==> src/rtl/traffic_light_pkg.sv <==
// Shared types for the traffic light monitor: phase codes, FSM states and lamp payload.
package traffic_light_pkg;

    localparam int unsigned PHASE_W  = 2;
    localparam int unsigned CYCLES_W = 16;
    localparam int unsigned PROG_W   = 2;

    typedef enum logic [PHASE_W-1:0] {
        PH_UNKNOWN = 2'd0,
        PH_RED     = 2'd1,
        PH_GREEN   = 2'd2,
        PH_YELLOW  = 2'd3
    } phase_e;

    typedef enum logic {
        ST_SYNC  = 1'b0,
        ST_TRACK = 1'b1
    } state_e;

    typedef struct packed {
        logic red;
        logic yellow;
        logic green;
    } lamps_t;

    // Legal successor in the RED -> GREEN -> YELLOW -> RED ring
    function automatic phase_e next_phase(input phase_e p);
        case (p)
            PH_RED:    return PH_GREEN;
            PH_GREEN:  return PH_YELLOW;
            PH_YELLOW: return PH_RED;
            default:   return PH_UNKNOWN;
        endcase
    endfunction

endpackage

==> src/rtl/traffic_light_phase_decode.sv <==
// One-hot lamp decode to a phase code; any other lamp pattern is flagged illegal.
module traffic_light_phase_decode
    import traffic_light_pkg::*;
(
    input  lamps_t lamps,
    output phase_e phase_c,
    output logic   illegal_c
);

    always_comb begin
        phase_c   = PH_UNKNOWN;
        illegal_c = 1'b0;
        case ({lamps.red, lamps.yellow, lamps.green})
            3'b100:  phase_c = PH_RED;
            3'b010:  phase_c = PH_YELLOW;
            3'b001:  phase_c = PH_GREEN;
            default: illegal_c = 1'b1;
        endcase
    end

endmodule

==> src/rtl/traffic_light_monitor.sv <==
// Passive lamp monitor: checks one-hot encoding, phase order and per-phase dwell limits.
module traffic_light_monitor
    import traffic_light_pkg::*;
#(
    parameter int unsigned CNT_W      = 8,
    parameter int unsigned RED_MIN    = 3,
    parameter int unsigned RED_MAX    = 8,
    parameter int unsigned GREEN_MIN  = 3,
    parameter int unsigned GREEN_MAX  = 8,
    parameter int unsigned YELLOW_MIN = 1,
    parameter int unsigned YELLOW_MAX = 3
) (
    input  logic                clk,
    input  logic                reset,
    input  logic                red,
    input  logic                yellow,
    input  logic                green,
    output logic [PHASE_W-1:0]  phase,
    output logic [CNT_W-1:0]    dwell,
    output logic [CYCLES_W-1:0] cycles,
    output logic                err_onehot,
    output logic                err_seq,
    output logic                err_dwell,
    output logic                err_pulse
);

    localparam int unsigned DWELL_TOP = (1 << CNT_W) - 1;

    if (!(RED_MIN >= 1 && RED_MIN <= RED_MAX && RED_MAX < DWELL_TOP &&
          GREEN_MIN >= 1 && GREEN_MIN <= GREEN_MAX && GREEN_MAX < DWELL_TOP &&
          YELLOW_MIN >= 1 && YELLOW_MIN <= YELLOW_MAX && YELLOW_MAX < DWELL_TOP))
    begin : g_param_check
        $error("traffic_light_monitor: dwell limits must satisfy 1<=MIN<=MAX<2^CNT_W-1");
    end

    function automatic logic [CNT_W-1:0] dwell_min(input phase_e p);
        case (p)
            PH_RED:    return CNT_W'(RED_MIN);
            PH_GREEN:  return CNT_W'(GREEN_MIN);
            PH_YELLOW: return CNT_W'(YELLOW_MIN);
            default:   return '0;
        endcase
    endfunction

    function automatic logic [CNT_W-1:0] dwell_max(input phase_e p);
        case (p)
            PH_RED:    return CNT_W'(RED_MAX);
            PH_GREEN:  return CNT_W'(GREEN_MAX);
            PH_YELLOW: return CNT_W'(YELLOW_MAX);
            default:   return '0;
        endcase
    endfunction

    state_e              state_q, state_d;
    lamps_t              lamp_q, lamp_d;
    logic                lamp_vld_q, lamp_vld_d;
    phase_e              phase_q, phase_d;
    logic [CNT_W-1:0]    dwell_q, dwell_d;
    logic [CYCLES_W-1:0] cycles_q, cycles_d;
    logic [PROG_W-1:0]   prog_q, prog_d;
    logic                exempt_q, exempt_d;
    logic                err_onehot_q, err_onehot_d;
    logic                err_seq_q, err_seq_d;
    logic                err_dwell_q, err_dwell_d;
    logic                err_pulse_q, err_pulse_d;

    phase_e dec_phase_c;
    logic   dec_illegal_c;

    traffic_light_phase_decode u_decode (
        .lamps     (lamp_q),
        .phase_c   (dec_phase_c),
        .illegal_c (dec_illegal_c)
    );

    always_ff @(posedge clk) begin
        if (reset) begin
            state_q      <= ST_SYNC;
            lamp_q       <= '0;
            lamp_vld_q   <= 1'b0;
            phase_q      <= PH_UNKNOWN;
            dwell_q      <= '0;
            cycles_q     <= '0;
            prog_q       <= '0;
            exempt_q     <= 1'b0;
            err_onehot_q <= 1'b0;
            err_seq_q    <= 1'b0;
            err_dwell_q  <= 1'b0;
            err_pulse_q  <= 1'b0;
        end else begin
            state_q      <= state_d;
            lamp_q       <= lamp_d;
            lamp_vld_q   <= lamp_vld_d;
            phase_q      <= phase_d;
            dwell_q      <= dwell_d;
            cycles_q     <= cycles_d;
            prog_q       <= prog_d;
            exempt_q     <= exempt_d;
            err_onehot_q <= err_onehot_d;
            err_seq_q    <= err_seq_d;
            err_dwell_q  <= err_dwell_d;
            err_pulse_q  <= err_pulse_d;
        end
    end

    // prog_q counts how many of RED, GREEN, YELLOW have been entered in order by a tracked transition
    always_comb begin
        state_d      = state_q;
        lamp_d       = lamps_t'({red, yellow, green});
        lamp_vld_d   = 1'b1;
        phase_d      = phase_q;
        dwell_d      = dwell_q;
        cycles_d     = cycles_q;
        prog_d       = prog_q;
        exempt_d     = exempt_q;
        err_onehot_d = err_onehot_q;
        err_seq_d    = err_seq_q;
        err_dwell_d  = err_dwell_q;
        err_pulse_d  = 1'b0;

        if (lamp_vld_q) begin
            if (dec_illegal_c) begin
                err_onehot_d = 1'b1;
                err_pulse_d  = 1'b1;
                phase_d      = PH_UNKNOWN;
                dwell_d      = '0;
                prog_d       = '0;
                exempt_d     = 1'b0;
                state_d      = ST_SYNC;
            end else begin
                case (state_q)
                    ST_SYNC: begin
                        phase_d  = dec_phase_c;
                        dwell_d  = CNT_W'(1);
                        prog_d   = '0;
                        exempt_d = 1'b1;
                        state_d  = ST_TRACK;
                    end
                    ST_TRACK: begin
                        if (dec_phase_c == phase_q) begin
                            if (dwell_q != {CNT_W{1'b1}}) begin
                                dwell_d = dwell_q + CNT_W'(1);
                            end
                            if (dwell_q == dwell_max(phase_q)) begin
                                err_dwell_d = 1'b1;
                                err_pulse_d = 1'b1;
                            end
                        end else begin
                            if (!exempt_q && (dwell_q < dwell_min(phase_q))) begin
                                err_dwell_d = 1'b1;
                                err_pulse_d = 1'b1;
                            end
                            if (dec_phase_c != next_phase(phase_q)) begin
                                err_seq_d   = 1'b1;
                                err_pulse_d = 1'b1;
                            end
                            if (phase_q == PH_YELLOW && dec_phase_c == PH_RED && prog_q == PROG_W'(3)) begin
                                cycles_d = cycles_q + CYCLES_W'(1);
                            end
                            if (dec_phase_c == PH_RED) begin
                                prog_d = PROG_W'(1);
                            end else if (dec_phase_c == PH_GREEN && phase_q == PH_RED && prog_q == PROG_W'(1)) begin
                                prog_d = PROG_W'(2);
                            end else if (dec_phase_c == PH_YELLOW && phase_q == PH_GREEN && prog_q == PROG_W'(2)) begin
                                prog_d = PROG_W'(3);
                            end else begin
                                prog_d = '0;
                            end
                            phase_d  = dec_phase_c;
                            dwell_d  = CNT_W'(1);
                            exempt_d = 1'b0;
                        end
                    end
                    default: state_d = ST_SYNC;
                endcase
            end
        end
    end

    assign phase      = phase_q;
    assign dwell      = dwell_q;
    assign cycles     = cycles_q;
    assign err_onehot = err_onehot_q;
    assign err_seq    = err_seq_q;
    assign err_dwell  = err_dwell_q;
    assign err_pulse  = err_pulse_q;

endmodule

==> config.mk <==
export PLATFORM = sky130hd
export DESIGN_NAME = traffic_light_monitor
export DESIGN_NICKNAME = d
export VERILOG_FILES = /design/src/rtl/traffic_light_pkg.sv /design/src/rtl/traffic_light_phase_decode.sv /design/src/rtl/traffic_light_monitor.sv
export SDC_FILE = /design/constraint.sdc
export NUM_CORES = 1
export LEC_CHECK = 0
export CAP_MARGIN = 40
export CORE_ASPECT_RATIO = 1.2
export CORE_MARGIN = 5
export CORE_UTILIZATION = 30
export CTS_CLUSTER_DIAMETER = 40
export DETAILED_ROUTE_END_ITERATION = 10
export PLACE_DENSITY_LB_ADDON = 0.15
export SLEW_MARGIN = 20
export SYNTH_ARGS = -nofsm -noshare
export SYNTH_HDL_FRONTEND = slang
export SYNTH_SLANG_ARGS = --single-unit
==> constraint.sdc <==
create_clock -name clk -period 2.6 [get_ports clk]
set_input_delay 0.26 -clock clk [delete_from_list [all_inputs] [get_ports clk]]
set_output_delay 0.26 -clock clk [all_outputs]
set_load 0.02 [all_outputs]
==> impl_metrics.xml <==
<?xml version="1.0" encoding="UTF-8"?>
<metrics>
  <group name="run_status">
    <metric name="run_status" unit="">finished, final reports clean</metric>
  </group>
  <group name="global_route">
    <metric name="met2_usage" unit="">0.236</metric>
    <metric name="overflow" unit="">0</metric>
    <metric name="maximum_number_of_pins_on_one_net_before_global_route_repair" unit="">20</metric>
    <metric name="grt.total_usage" unit="">0.131</metric>
    <metric name="grt_pass1_vias" unit="">1968</metric>
    <metric name="initial_antenna_violation_count" unit="">0</metric>
    <metric name="grt_use_met3" unit="">0.0277</metric>
    <metric name="first_pass_grt_wire_length" unit="um">9220</metric>
    <metric name="grt_busiest_layer" unit="">met2</metric>
    <metric name="met1_usage" unit="">0.147</metric>
  </group>
  <group name="synth">
    <metric name="synth_xor_area_frac" unit="">0.0291</metric>
    <metric name="synth-async-reset-ratio" unit="">0</metric>
    <metric name="post_synth_num_cell_types" unit="">46</metric>
    <metric name="synthMuxAreaShare" unit="">0.0202</metric>
    <metric name="syn_avg_cell_area" unit="sq um">8.16</metric>
    <metric name="synth_top_area_frac" unit="">0.361</metric>
    <metric name="synth_ff_type" unit="">sky130_fd_sc_hd__dfxtp_1</metric>
    <metric name="mappedNetlistNets" unit="">270</metric>
    <metric name="postSynthCellCount" unit="">258</metric>
    <metric name="edff_count_synth" unit="">0</metric>
    <metric name="postSynthRegisterBits" unit="">38</metric>
    <metric name="synth_simple_gate_area_share" unit="">0.316</metric>
    <metric name="mappedNetlistArea" unit="sq um">2110</metric>
    <metric name="synth.area.top_cells" unit="">sky130_fd_sc_hd__dfxtp_1 (36%), sky130_fd_sc_hd__a21oi_1 (5.0%), sky130_fd_sc_hd__ha_1 (4.2%), sky130_fd_sc_hd__o21ai_0 (4.0%), sky130_fd_sc_hd__nor2_1 (3.4%)</metric>
    <metric name="synth_compound_gate_area_share" unit="">0.171</metric>
    <metric name="ys.warnings.count" unit="">0</metric>
    <metric name="share_of_synthesized_cell_area_in_full_adder_half_adder_and_majority_cells" unit="">0.0469</metric>
    <metric name="synth_sequential_area_ratio" unit="">0.361</metric>
    <metric name="synth_top_cell_by_area" unit="">sky130_fd_sc_hd__dfxtp_1</metric>
    <metric name="synth_top_family_by_area" unit="">simple AND/OR/NAND/NOR gates</metric>
  </group>
  <group name="setup_path">
    <metric name="timing.critical_path.to_type" unit="">register</metric>
    <metric name="critical_path.endpoint" unit="">err_pulse</metric>
    <metric name="crit_slowest_cell" unit="">sky130_fd_sc_hd__a2111oi_0</metric>
    <metric name="crit-reg2reg-capture" unit="">err_pulse</metric>
    <metric name="cp_max_fo" unit="">10</metric>
    <metric name="cpPeakStageDelay" unit="ns">0.52</metric>
    <metric name="criticalPathCategory" unit="">register to register</metric>
    <metric name="timing.critical_path.arrival" unit="ns">2.48</metric>
    <metric name="crit_chain" unit="">inv_1, ha_1, or2_2, a2111oi_0, o41ai_1, nand4b_1, nand3_1</metric>
    <metric name="worstPathBufferInverterCount" unit="">1</metric>
    <metric name="timing.critical_path.max_delay_family" unit="">compound AO/OA/AOI/OAI gates</metric>
    <metric name="regToRegSetupSlack" unit="ns">0.30</metric>
    <metric name="rr_startpoint" unit="">phase[1]</metric>
    <metric name="cp_num_cells" unit="">7</metric>
    <metric name="worstSetupStartpointType" unit="">register</metric>
    <metric name="ff2ff_path_depth" unit="">7</metric>
    <metric name="critPathLaunch" unit="">phase[1]</metric>
    <metric name="critical_path_required" unit="ns">2.78</metric>
  </group>
  <group name="floorplanning">
    <metric name="die-width" unit="um">86.5</metric>
    <metric name="initial_core_util" unit="">0.307</metric>
    <metric name="floorplan.rows" unit="">33</metric>
    <metric name="number_of_primary_i_o_pins" unit="">35</metric>
    <metric name="design.die.area" unit="sq um">8800</metric>
    <metric name="die-height" unit="um">102</metric>
    <metric name="floorplan.core_area" unit="sq um">6850</metric>
  </group>
  <group name="layout">
    <metric name="n_antenna_cell" unit="">0</metric>
    <metric name="post-route-cell-area" unit="sq um">2680</metric>
    <metric name="final_net_count" unit="">309</metric>
    <metric name="final_cell_count_no_fill" unit="">385</metric>
    <metric name="syn_to_final_growth" unit="%">27.0</metric>
    <metric name="final_layout_size_suffix_gt1_frac" unit="">0.0805</metric>
    <metric name="layout_commonest_cell" unit="">sky130_fd_sc_hd__dfxtp_1</metric>
    <metric name="layout_common_cells" unit="">sky130_fd_sc_hd__dfxtp_1 (38), sky130_fd_sc_hd__clkdlybuf4s50_1 (34), sky130_fd_sc_hd__a21oi_1 (21)</metric>
  </group>
  <group name="placed_design">
    <metric name="placed_area" unit="sq um">2570</metric>
    <metric name="globalplace.congestion" unit="">0.786</metric>
    <metric name="dp_cells" unit="">377</metric>
    <metric name="place_hpwl" unit="um">4120</metric>
    <metric name="port_buffers" unit="">34</metric>
  </group>
  <group name="hold_path">
    <metric name="hp-class" unit="">register to register</metric>
  </group>
  <group name="routing">
    <metric name="drt_first_pass_iters" unit="">4</metric>
    <metric name="route.vias.total" unit="">1992</metric>
    <metric name="detailedRoute.firstIterationViolations" unit="">86</metric>
    <metric name="remaining_drc_errors" unit="">0</metric>
    <metric name="avgRoutedWirePerCell" unit="um">14.3</metric>
    <metric name="routed_wirelength" unit="um">5510</metric>
    <metric name="detail-route-antenna-nets" unit="">0</metric>
    <metric name="drt-vias-per-instance" unit="">5.17</metric>
  </group>
  <group name="clocking">
    <metric name="cts_max_level" unit="">2</metric>
    <metric name="ctsLongestPathBuffers" unit="">2</metric>
    <metric name="cts_setup_buffers" unit="">0</metric>
    <metric name="numClockSinks" unit="">38</metric>
    <metric name="cts_tree" unit="">built</metric>
    <metric name="cts_resized" unit="">0</metric>
    <metric name="cts_inserted_buffers" unit="">5</metric>
    <metric name="clkSlewWorstSetupHoldPaths" unit="ns">0.08</metric>
    <metric name="insertion_delay" unit="ns">0.29</metric>
    <metric name="cts.hold.buffers_added" unit="">0</metric>
    <metric name="cts.root.buffer_cell" unit="">sky130_fd_sc_hd__clkbuf_8</metric>
  </group>
  <group name="sta">
    <metric name="setup_repair_after_global_routing_missed_its_margin" unit="">no</metric>
    <metric name="totalNegativeSetupSlack" unit="ns">0</metric>
    <metric name="timing.slew.headroom" unit="">0.615</metric>
    <metric name="timing.hold.ws" unit="ns">0.468</metric>
    <metric name="max_freq" unit="MHz">436</metric>
    <metric name="share_of_the_clock_period_used_by_the_worst_path" unit="">0.883</metric>
    <metric name="timing.final.crit_period" unit="ns">2.30</metric>
    <metric name="hold_viol" unit="">0</metric>
    <metric name="setup-violations-final" unit="">0</metric>
    <metric name="tightest_slew" unit="ns">0.564</metric>
    <metric name="final_max_slew_viol_count" unit="">0</metric>
    <metric name="clock-skew-final" unit="ns">0.00506</metric>
  </group>
  <group name="flow_run">
    <metric name="maxCapViolCount" unit="">0</metric>
  </group>
  <group name="power_and_ir_drop">
    <metric name="power_density" unit="nW/um^2">470</metric>
    <metric name="vdd_drop_max" unit="mV">0.200</metric>
    <metric name="p_leak" unit="uW">0.000907</metric>
  </group>
</metrics>
-- synth_stat cells, types with 2 or more instances --
master                     count
sky130_fd_sc_hd__a211oi_1      3
sky130_fd_sc_hd__a21oi_1      21
sky130_fd_sc_hd__a22o_1        3
sky130_fd_sc_hd__and3_1        6
sky130_fd_sc_hd__and4_1        2
sky130_fd_sc_hd__buf_2         4
sky130_fd_sc_hd__buf_6         2
sky130_fd_sc_hd__clkbuf_1      7
sky130_fd_sc_hd__dfxtp_1      38
sky130_fd_sc_hd__ha_1          7
sky130_fd_sc_hd__inv_1        13
sky130_fd_sc_hd__mux2_2        2
sky130_fd_sc_hd__mux2i_1       2
sky130_fd_sc_hd__nand2_1      18
sky130_fd_sc_hd__nand3_1      11
sky130_fd_sc_hd__nand3b_1      3
sky130_fd_sc_hd__nand4_1      10
sky130_fd_sc_hd__nand4b_1      3
sky130_fd_sc_hd__nor2_1       19
sky130_fd_sc_hd__nor2b_1       4
sky130_fd_sc_hd__nor3_1        8
sky130_fd_sc_hd__nor3b_1       4
sky130_fd_sc_hd__nor4_1        3
sky130_fd_sc_hd__nor4bb_1      4
sky130_fd_sc_hd__o21a_1        2
sky130_fd_sc_hd__o21ai_0      17
sky130_fd_sc_hd__o31ai_1       5
sky130_fd_sc_hd__or3_1        10
sky130_fd_sc_hd__or4_1         5
sky130_fd_sc_hd__xnor2_1       5
sky130_fd_sc_hd__xor2_1        2
-- cells by family after synthesis --
group,after synthesis
and+or+nand+nor,116
AOI/OAI and AO/OA,59
DFF,38
buffers and inverters,26
adders and majority gates,8
xor gates and xnor gates,7
muxes,4
-- where the power goes --
part / total (uW) / internal, uW / switching (uW)
clock: 500 / 287 / 213
combinational: 148 / 66.2 / 81.9
sequential: 609 / 595 / 14.9
-- metrics by stage --
stage / total power (uW) / worst slack [ns] / utilization
finish: 1260 / 0.305 / 0.390
floorplan: 719 / 0.357 / -
global placement: 773 / 0.345 / 0.375
global route: 1320 / 0.0417 / 0.390
detailed placement: 772 / 0.312 / 0.375
CTS: 1280 / 0.278 / 0.390
-- registers in the layout, indices dropped and copies added (netlist names) --
signal and count:
cycles 16, dwell 8, err_dwell 1, err_onehot 1, err_pulse 1, err_seq 1
exempt_q 1, lamp_q 3, lamp_vld_q 1, phase 2, prog_q 2, state_q 1
-- worst register-to-register path: stages, from the launching register on --
cell and delay, ns:
sky130_fd_sc_hd__dfxtp_1 0.48, sky130_fd_sc_hd__inv_1 0.14, sky130_fd_sc_hd__ha_1 0.39, sky130_fd_sc_hd__or2_2 0.30, sky130_fd_sc_hd__a2111oi_0 0.52, sky130_fd_sc_hd__o41ai_1 0.18, sky130_fd_sc_hd__nand4b_1 0.11, sky130_fd_sc_hd__nand3_1 0.07
-- per-layer routing --
layer,up-vias,share of wire
li1,1023,-
met4,0,0.025
met2,28,0.50
met3,11,0.035
met5,-,0
met1,930,0.44
-- how the worst min path moves through the flow --
stage	start	end	slack (ns)	depth (start not counted)
finish	err_onehot	err_onehot	0.47	2
global route	err_seq	err_seq	0.51	1
CTS	err_onehot	err_onehot	0.47	2
detailed placement	err_onehot	err_onehot	0.46	2
global placement	err_onehot	err_onehot	0.46	2
floorplan	reset	lamp_vld_q	0.38	1
-- layout make-up --
class / instances / area (sq um)
Multi-Input combinational cell: 194 / 1230
Timing Repair Buffer: 45 / 423
Fill cell: 763 / 4180
Tap cell: 87 / 109
Inverter: 13 / 48.8
Sequential cell: 38 / 761
Clock inverter: 1 / 30.0
Clock buffer: 7 / 76.3
Power figures use the tool's default switching activity.
